<file path="config.mk">
export PLATFORM = sky130hd
export DESIGN_NAME = iter_shifter
export DESIGN_NICKNAME = d
export VERILOG_FILES = /design/src/rtl/iter_shifter.sv
export SDC_FILE = /design/constraint.sdc
export NUM_CORES = 1
export LEC_CHECK = 0
export CAP_MARGIN = 20
export CELL_PAD_IN_SITES_DETAIL_PLACEMENT = 1
export CELL_PAD_IN_SITES_GLOBAL_PLACEMENT = 2
export CORE_ASPECT_RATIO = 0.8
export CORE_MARGIN = 1
export CORE_UTILIZATION = 31
export CTS_CLUSTER_SIZE = 8
export DETAILED_ROUTE_END_ITERATION = 8
export GPL_TIMING_DRIVEN = 0
export PLACE_DENSITY_LB_ADDON = 0.1
export SETUP_SLACK_MARGIN = 0.2
export SLEW_MARGIN = 20
export SYNTH_ARGS = -nofsm -noshare
export SYNTH_HDL_FRONTEND = slang
export SYNTH_SLANG_ARGS = --single-unit
export TNS_END_PERCENT = 20
</file>
<file path="constraint.sdc">
create_clock -name clk -period 2.27 [get_ports clk]
set_input_delay 0.454 -clock clk [delete_from_list [all_inputs] [get_ports clk]]
set_output_delay 0.454 -clock clk [all_outputs]
set_load 0.005 [all_outputs]
</file>
<file path="src/rtl/iter_shifter.sv">
// -----------------------------------------------------------------------------
// iter_shifter
//   Multi-cycle shifter/rotator. A LEN-bit word is shifted by up to 2^AW-1
//   positions, moving at most MAX_SHIFT_MAG positions per clock so the
//   per-cycle shift network stays shallow. Valid/ready handshakes on both the
//   request and the result side.
//
// Ports
//   clk        rising-edge clock
//   rst_n      synchronous active-low reset
//   in_valid   request valid
//   in_ready   request can be accepted (IDLE only)
//   in_data    operand word
//   in_amt     total shift amount
//   in_mode    00 LSL, 01 LSR, 10 ASR, 11 ROL
//   out_valid  result valid (DONE only)
//   out_ready  consumer accepts result
//   out_data   result word (mirrors the working register)
//   busy       high while a request is in SHIFT or DONE
// -----------------------------------------------------------------------------
module iter_shifter #(
  parameter int LEN           = 8,
  parameter int MAX_SHIFT_MAG = 2,
  parameter int AW            = $clog2(LEN)
) (
  input  logic           clk,
  input  logic           rst_n,
  input  logic           in_valid,
  output logic           in_ready,
  input  logic [LEN-1:0] in_data,
  input  logic [AW-1:0]  in_amt,
  input  logic [1:0]     in_mode,
  output logic           out_valid,
  input  logic           out_ready,
  output logic [LEN-1:0] out_data,
  output logic           busy
);

  localparam logic [AW-1:0] STEP_MAX = AW'(MAX_SHIFT_MAG);

  localparam logic [1:0] MODE_LSL = 2'b00;
  localparam logic [1:0] MODE_LSR = 2'b01;
  localparam logic [1:0] MODE_ASR = 2'b10;
  localparam logic [1:0] MODE_ROL = 2'b11;

  typedef enum logic [1:0] {
    ST_IDLE  = 2'b00,
    ST_SHIFT = 2'b01,
    ST_DONE  = 2'b10
  } state_t;

  state_t         state_r;
  state_t         state_next_s;
  logic [LEN-1:0] data_r;
  logic [LEN-1:0] data_next_s;
  logic [AW-1:0]  rem_r;
  logic [AW-1:0]  rem_next_s;
  logic [1:0]     mode_r;
  logic [1:0]     mode_next_s;
  logic [AW-1:0]  step_s;
  logic           in_ready_r;
  logic           out_valid_r;
  logic           busy_r;

  // One bounded step of the selected operation. ASR stays sign-correct over
  // many steps because the MSB of the working word is never altered by ASR.
  function automatic logic [LEN-1:0] shift_step(
    input logic [LEN-1:0] d,
    input logic [AW-1:0]  s,
    input logic [1:0]     m
  );
    logic [2*LEN-1:0] dd;
    logic [LEN-1:0]   r;
    dd = {2*LEN{1'b0}};
    case (m)
      MODE_LSL: r = d << s;
      MODE_LSR: r = d >> s;
      MODE_ASR: r = LEN'($signed(d) >>> s);
      MODE_ROL: begin
        // Upper half of the doubled word shifted left is the rotated word.
        dd = {d, d} << s;
        r  = dd[2*LEN-1:LEN];
      end
      default:  r = d;
    endcase
    return r;
  endfunction

  // Step size for the current SHIFT cycle: min(rem, STEP_MAX).
  always_comb begin
    if (rem_r < STEP_MAX) begin
      step_s = rem_r;
    end else begin
      step_s = STEP_MAX;
    end
  end

  // Next-state and datapath-next logic.
  always_comb begin
    state_next_s = state_r;
    data_next_s  = data_r;
    rem_next_s   = rem_r;
    mode_next_s  = mode_r;
    case (state_r)
      ST_IDLE: begin
        if (in_valid) begin
          data_next_s = in_data;
          rem_next_s  = in_amt;
          mode_next_s = in_mode;
          if (in_amt != {AW{1'b0}}) begin
            state_next_s = ST_SHIFT;
          end else begin
            state_next_s = ST_DONE;
          end
        end else begin
          state_next_s = ST_IDLE;
        end
      end
      ST_SHIFT: begin
        data_next_s = shift_step(data_r, step_s, mode_r);
        rem_next_s  = rem_r - step_s;
        if (rem_r == step_s) begin
          state_next_s = ST_DONE;
        end else begin
          state_next_s = ST_SHIFT;
        end
      end
      ST_DONE: begin
        if (out_ready) begin
          state_next_s = ST_IDLE;
        end else begin
          state_next_s = ST_DONE;
        end
      end
      default: begin
        state_next_s = ST_IDLE;
      end
    endcase
  end

  // State, datapath and registered handshake outputs (decoded from next state).
  always_ff @(posedge clk) begin
    if (!rst_n) begin
      state_r     <= ST_IDLE;
      data_r      <= {LEN{1'b0}};
      rem_r       <= {AW{1'b0}};
      mode_r      <= 2'b00;
      in_ready_r  <= 1'b1;
      out_valid_r <= 1'b0;
      busy_r      <= 1'b0;
    end else begin
      state_r     <= state_next_s;
      data_r      <= data_next_s;
      rem_r       <= rem_next_s;
      mode_r      <= mode_next_s;
      in_ready_r  <= (state_next_s == ST_IDLE);
      out_valid_r <= (state_next_s == ST_DONE);
      busy_r      <= (state_next_s != ST_IDLE);
    end
  end

  assign in_ready  = in_ready_r;
  assign out_valid = out_valid_r;
  assign busy      = busy_r;
  assign out_data  = data_r;

endmodule

</file>
Word-level counts from Yosys, hierarchy flattened:

Cells that the tools add are included.
Widths: inputs -> output; s select.

* add/sub/neg operators: 1
* eq/ne operators: 8
* multiplexer cells: 11
* shift operators: 4
* reduce and logical (&&, ||, !) cells: 8
* $lt $le $gt $ge: 1

Operators with widths (number)
* $pmux 8 s4: 1
* $pmux 8 s2: 1
* $shl 16x3->16: 1
* $eq 2x2->1 const B: 4
* $mux 2: 4
* $mux 8: 1
* $shl 8x3->8: 1
* $shr 8x3->8: 1
* $sshr 8x3->8: 1
* $logic_not 2->1: 3
* $mux 3: 2
* $pmux 2 s3: 1
* $pmux 3 s2: 1
* $eq 2x1->1 const B: 2
* $reduce_and 2->1: 2
* $reduce_bool 2->1: 2
* $eq 3x3->1: 1
* $lt 3x2->1 const B: 1
* $reduce_bool 3->1: 1
* $sub 3x3->3: 1
* $ne 2x2->1 const B: 1

* logic and storage cells: 40
* input port bits: 17
* output and inout port bits: 11
* flip-flop bits (word level): 18

Logic depth before layout (Yosys ltp):

Gate-level depths: netlist (run 1).

* depth after elaboration: 6
* gate-level depth with buffers: 6

Worst setup path after synthesis (run 1):

No wires, ideal clock.

* path kind: register -> register
* from: register mode_r[0]
* to: register data_r[2] (netlist: out_data[2])
* stages on the path, launching flop included: 5
* period minus slack after synthesis: 1.380 ns
* arrival time: 1.310 ns
* slack: 0.890 ns
* path through: dfxtp_1 > buf_6 > xnor2_4 > mux4_2 > a21oi_1

* longest elaborated chain between the ends: 3
* elaborated cells on any way between the ends: 6
* those cells by class: eq/ne (3); mux (2); reduce/logical (1)

Ends and longest elaborated chain
* from (decl): RTL line 58 `logic [1:0] mode_r;`
* from (signal assigned): RTL line 155 `mode_r <= mode_next_s;`
* $eq 2x2->1 (tied with other cells)
* $pmux 8 s4 (*): RTL line 75 `case (m)`
* $pmux 8 s2 (*): RTL line 104 `case (state_r)`
* to (signal assigned): RTL line 145 `data_r <= {LEN{1'b0}};`
* to (signal assigned): RTL line 153 `data_r <= data_next_s;`
* to (decl): RTL line 54 `logic [LEN-1:0] data_r;`

Every way passes the cells marked *; elsewhere a longest branch is shown, timed or not.
A chain may end at the register's enable or synchronous reset.

Final worst setup path (run 1):

* from: input in_valid
* to: register state_r[1]

* longest elaborated chain between the ends: 2

Ends and longest elaborated chain
* from (decl): RTL line 28 `input logic in_valid,`
* $mux 2: RTL line 106 `if (in_valid) begin`
* $pmux 2 s3: RTL line 104
* to (signal assigned): RTL line 152 `state_r <= state_next_s;`
* to (decl): RTL line 52 `state_t state_r;`

Every way passes these cells.

==> out/qor.txt, run 1 <==
setup bufs post-CTS: 0
Cell Pwr Density: 619.9 nW/um^2
Slew Viols, Final: 0
1st-pass router iterations: 4
largest net degree at the start of global routing: 11
FFs w/ async S/R, synth: 0%
Yosys cell types: 50
CTS H-tree lvls: 1
CTS buffer count: 3
first-pass GRT wire length: 6389 um
Mapped Cells: 149
Avg Inst Size Synth: 8.322 sq um
Longest Clk Path Bufs: 2
final worst path period share: 85.08%
YS warnings: 0
top-area cell type share of the netlist area: 29.06%
Placer Congestion: 0.8039
post-DR wirelength/cell: 17.12 um
num rows: 20
setup violators final: 0
synth-to-layout area growth: 31.79%
placed wire-length estimate: 2946 um
Synth Register Bits: 18
status: complete, no violations
vias in the first global route: 1267
Critical Path Sink Type: register
vias per std cell: 5.489
critical path class: in2reg
WP data arrival: 2.13 ns
Peak VDD IR: 0.2872 mV
setup TNS: 0 ns
total I/O pin count: 28
nets: 199
list of most frequent post-synthesis cells: 18 x dfxtp_1, 12 x nand2_1, 10 x o21ai_0, 8 x mux2i_1, 8 x nor2_1
area of the die: 4258 sq um
initial antenna violation count: 0
post-synthesis sequential area ratio: 29.06%
Max Clk Rate: 517.8 MHz
final hold vios: 0
top cells by area, synth: dfxtp_1 29%, mux2i_1 6.5%, o21ai_0 4.0%
DRC viols: 0
RSZ-0062 raised after global routing: no
starting density of the core: 32.60%
Max Cap Violations: 0
Startpoint Class: input port
global-route track usage on met1: 28.50%
most common cell in the netlist: dfxtp_1
GR Layer Usage met2: 30.44%
HP Class: reg2reg
total gr overflow: 0
vias: 1290
core area: 3804 sq um
M3 GR Usage: 4.795%
layout cells sized above 1: 10.56%
clock-pin slew on the worst setup and hold paths: 0.08 ns
TritonCTS clock tree: yes
Slew @ Worst Pin: 0.6673 ns
Worst Path Required: 2.47 ns
DRT Wirelength: 4023 um
Clock Sinks: 18
Leak Pwr: 0.0006053 uW
number of synthesized flops with an enable pin: 0
root buf cell: clkbuf_8
fin util: 42.96%
Tot Pwr: 1013 uW
Max-slew headroom: 55.32%
post-synth net total: 167
post-place instance area: 1579 sq um
busiest grt layer: met2
Post-CTS Hold Fix Bufs: 0
Synth Flop Type: dfxtp_1
Synth Cell Area: 1240 sq um
GRT Total Usage: 20.13%
Die X: 72.71 um
Clock Latency Late Sink: 0.26 ns
Crit Path Max Fanout: 7
Post-DRT Antenna Nets: 0
Final Critical Period: 1.931 ns
PostCTS Resize Cnt: 0
post-synth top area cell: dfxtp_1
post-route cell area: 1634 sq um
buffers added on ports: 27
n_diodes: 0
Die H: 58.57 um
Final Skew: 0.009552 ns
Iter 0 DRT Violations: 84
## through the flow
step	std cells	worst slack, ns	hold WS, ns
6_report	235	0.3388	0.6186
5_1_grt	235	0.2156	0.6420
4_1_cts	235	0.3627	0.6270
3_5_place_dp	231	0.09598	0.6112
3_3_place_gp	231	0.1091	0.6037
2_1_floorplan	149	0.8901	0.5798
## cells in the final DEF, fill, tap and decap left out, drive strengths merged, types with 2 or more instances in the layout
| master | instances |
|---|---|
| clkdlybuf4s50 | 27 |
| dfxtp | 18 |
| nand2 | 12 |
| o21ai | 11 |
| nor2 | 9 |
| mux2i | 8 |
| buf | 8 |
| a21oi | 7 |
| clkbuf | 7 |
| nor3 | 5 |
| o211ai | 5 |
| nand2b | 4 |
| nor2b | 4 |
| inv | 4 |
| o21a | 4 |
| o221ai | 3 |
| a22o | 3 |
| a311oi | 3 |
| o22ai | 3 |
| a21boi | 3 |
| a2111oi | 2 |
| or3 | 2 |
| a31oi | 2 |
| and3 | 2 |
| nor3b | 2 |
## final timing paths
check           endpoint  cells past startpoint  slack [ns]  startpoint
max           state_r[1]                      5        0.34    in_valid
max reg2reg  out_data[1]                      5        0.61    rem_r[2]
min            mode_r[0]                      3        0.62   mode_r[0]
min reg2reg    mode_r[0]                      3        0.62   mode_r[0]
## sequential cells by signal, indices dropped and copies added (netlist names)
signal / cells
out_data: 8
in_ready: 1
rem_r: 3
out_valid: 1
state_r: 2
busy: 1
mode_r: 2
## logic make-up (layout without fill, tap and decap cells)
kind of cell | Yosys count | count (layout) | synth area share (%)
compound gates | 55 | 55 | 31.08
xor+xnor | 2 | 2 | 2.927
fa+ha+maj | 1 | 1 | 1.009
buf+inv | 15 | 46 | 6.357
flops | 18 | 18 | 29.06
mux | 9 | 9 | 8.275
other cells | 1 | 1 | 0.3024
simple gates | 48 | 48 | 20.99
## routing by layer
layer,routed length [um],vias to the layer above
met2,1734,30
met3,181,6
met4,53,0
met1,2052,632
met5,0,-
li1,-,622
## cell type report
| class | count | area (sq um) |
|---|---|---|
| inverter | 4 | 15.01 |
| sequential | 18 | 360.3 |
| fill | 470 | 2170 |
| buffer | 11 | 63.81 |
| clock buffer | 4 | 55.05 |
| tap | 55 | 68.82 |
| timing repair buffer | 27 | 270.3 |
| multi-input combinational | 116 | 800.8 |
## where the power goes
group | internal, uW | switching [uW] | leakage, uW | total, uW
logic | 172 | 182 | 0.000428 | 354
clock network | 154 | 120 | 0.0000288 | 275
registers | 348 | 36.5 | 0.000149 | 384
total | 674 | 339 | 0.000605 | 1010
## worst max-delay path, stage by stage
cell and delay (ns):
clkdlybuf4s50_1 0.60, nor2b_1 0.33, nand2b_1 0.31, o22ai_1 0.29, o21a_1 0.15
No activity file was read; power rests on OpenSTA's default activity.
==> run 2: changes to the inputs <==
Settings changed: ABC_CLOCK_PERIOD_IN_PS set to 2270.
==> results of run 2 <==
No change in the layout: final DEF, timing and power equal those of run 1.
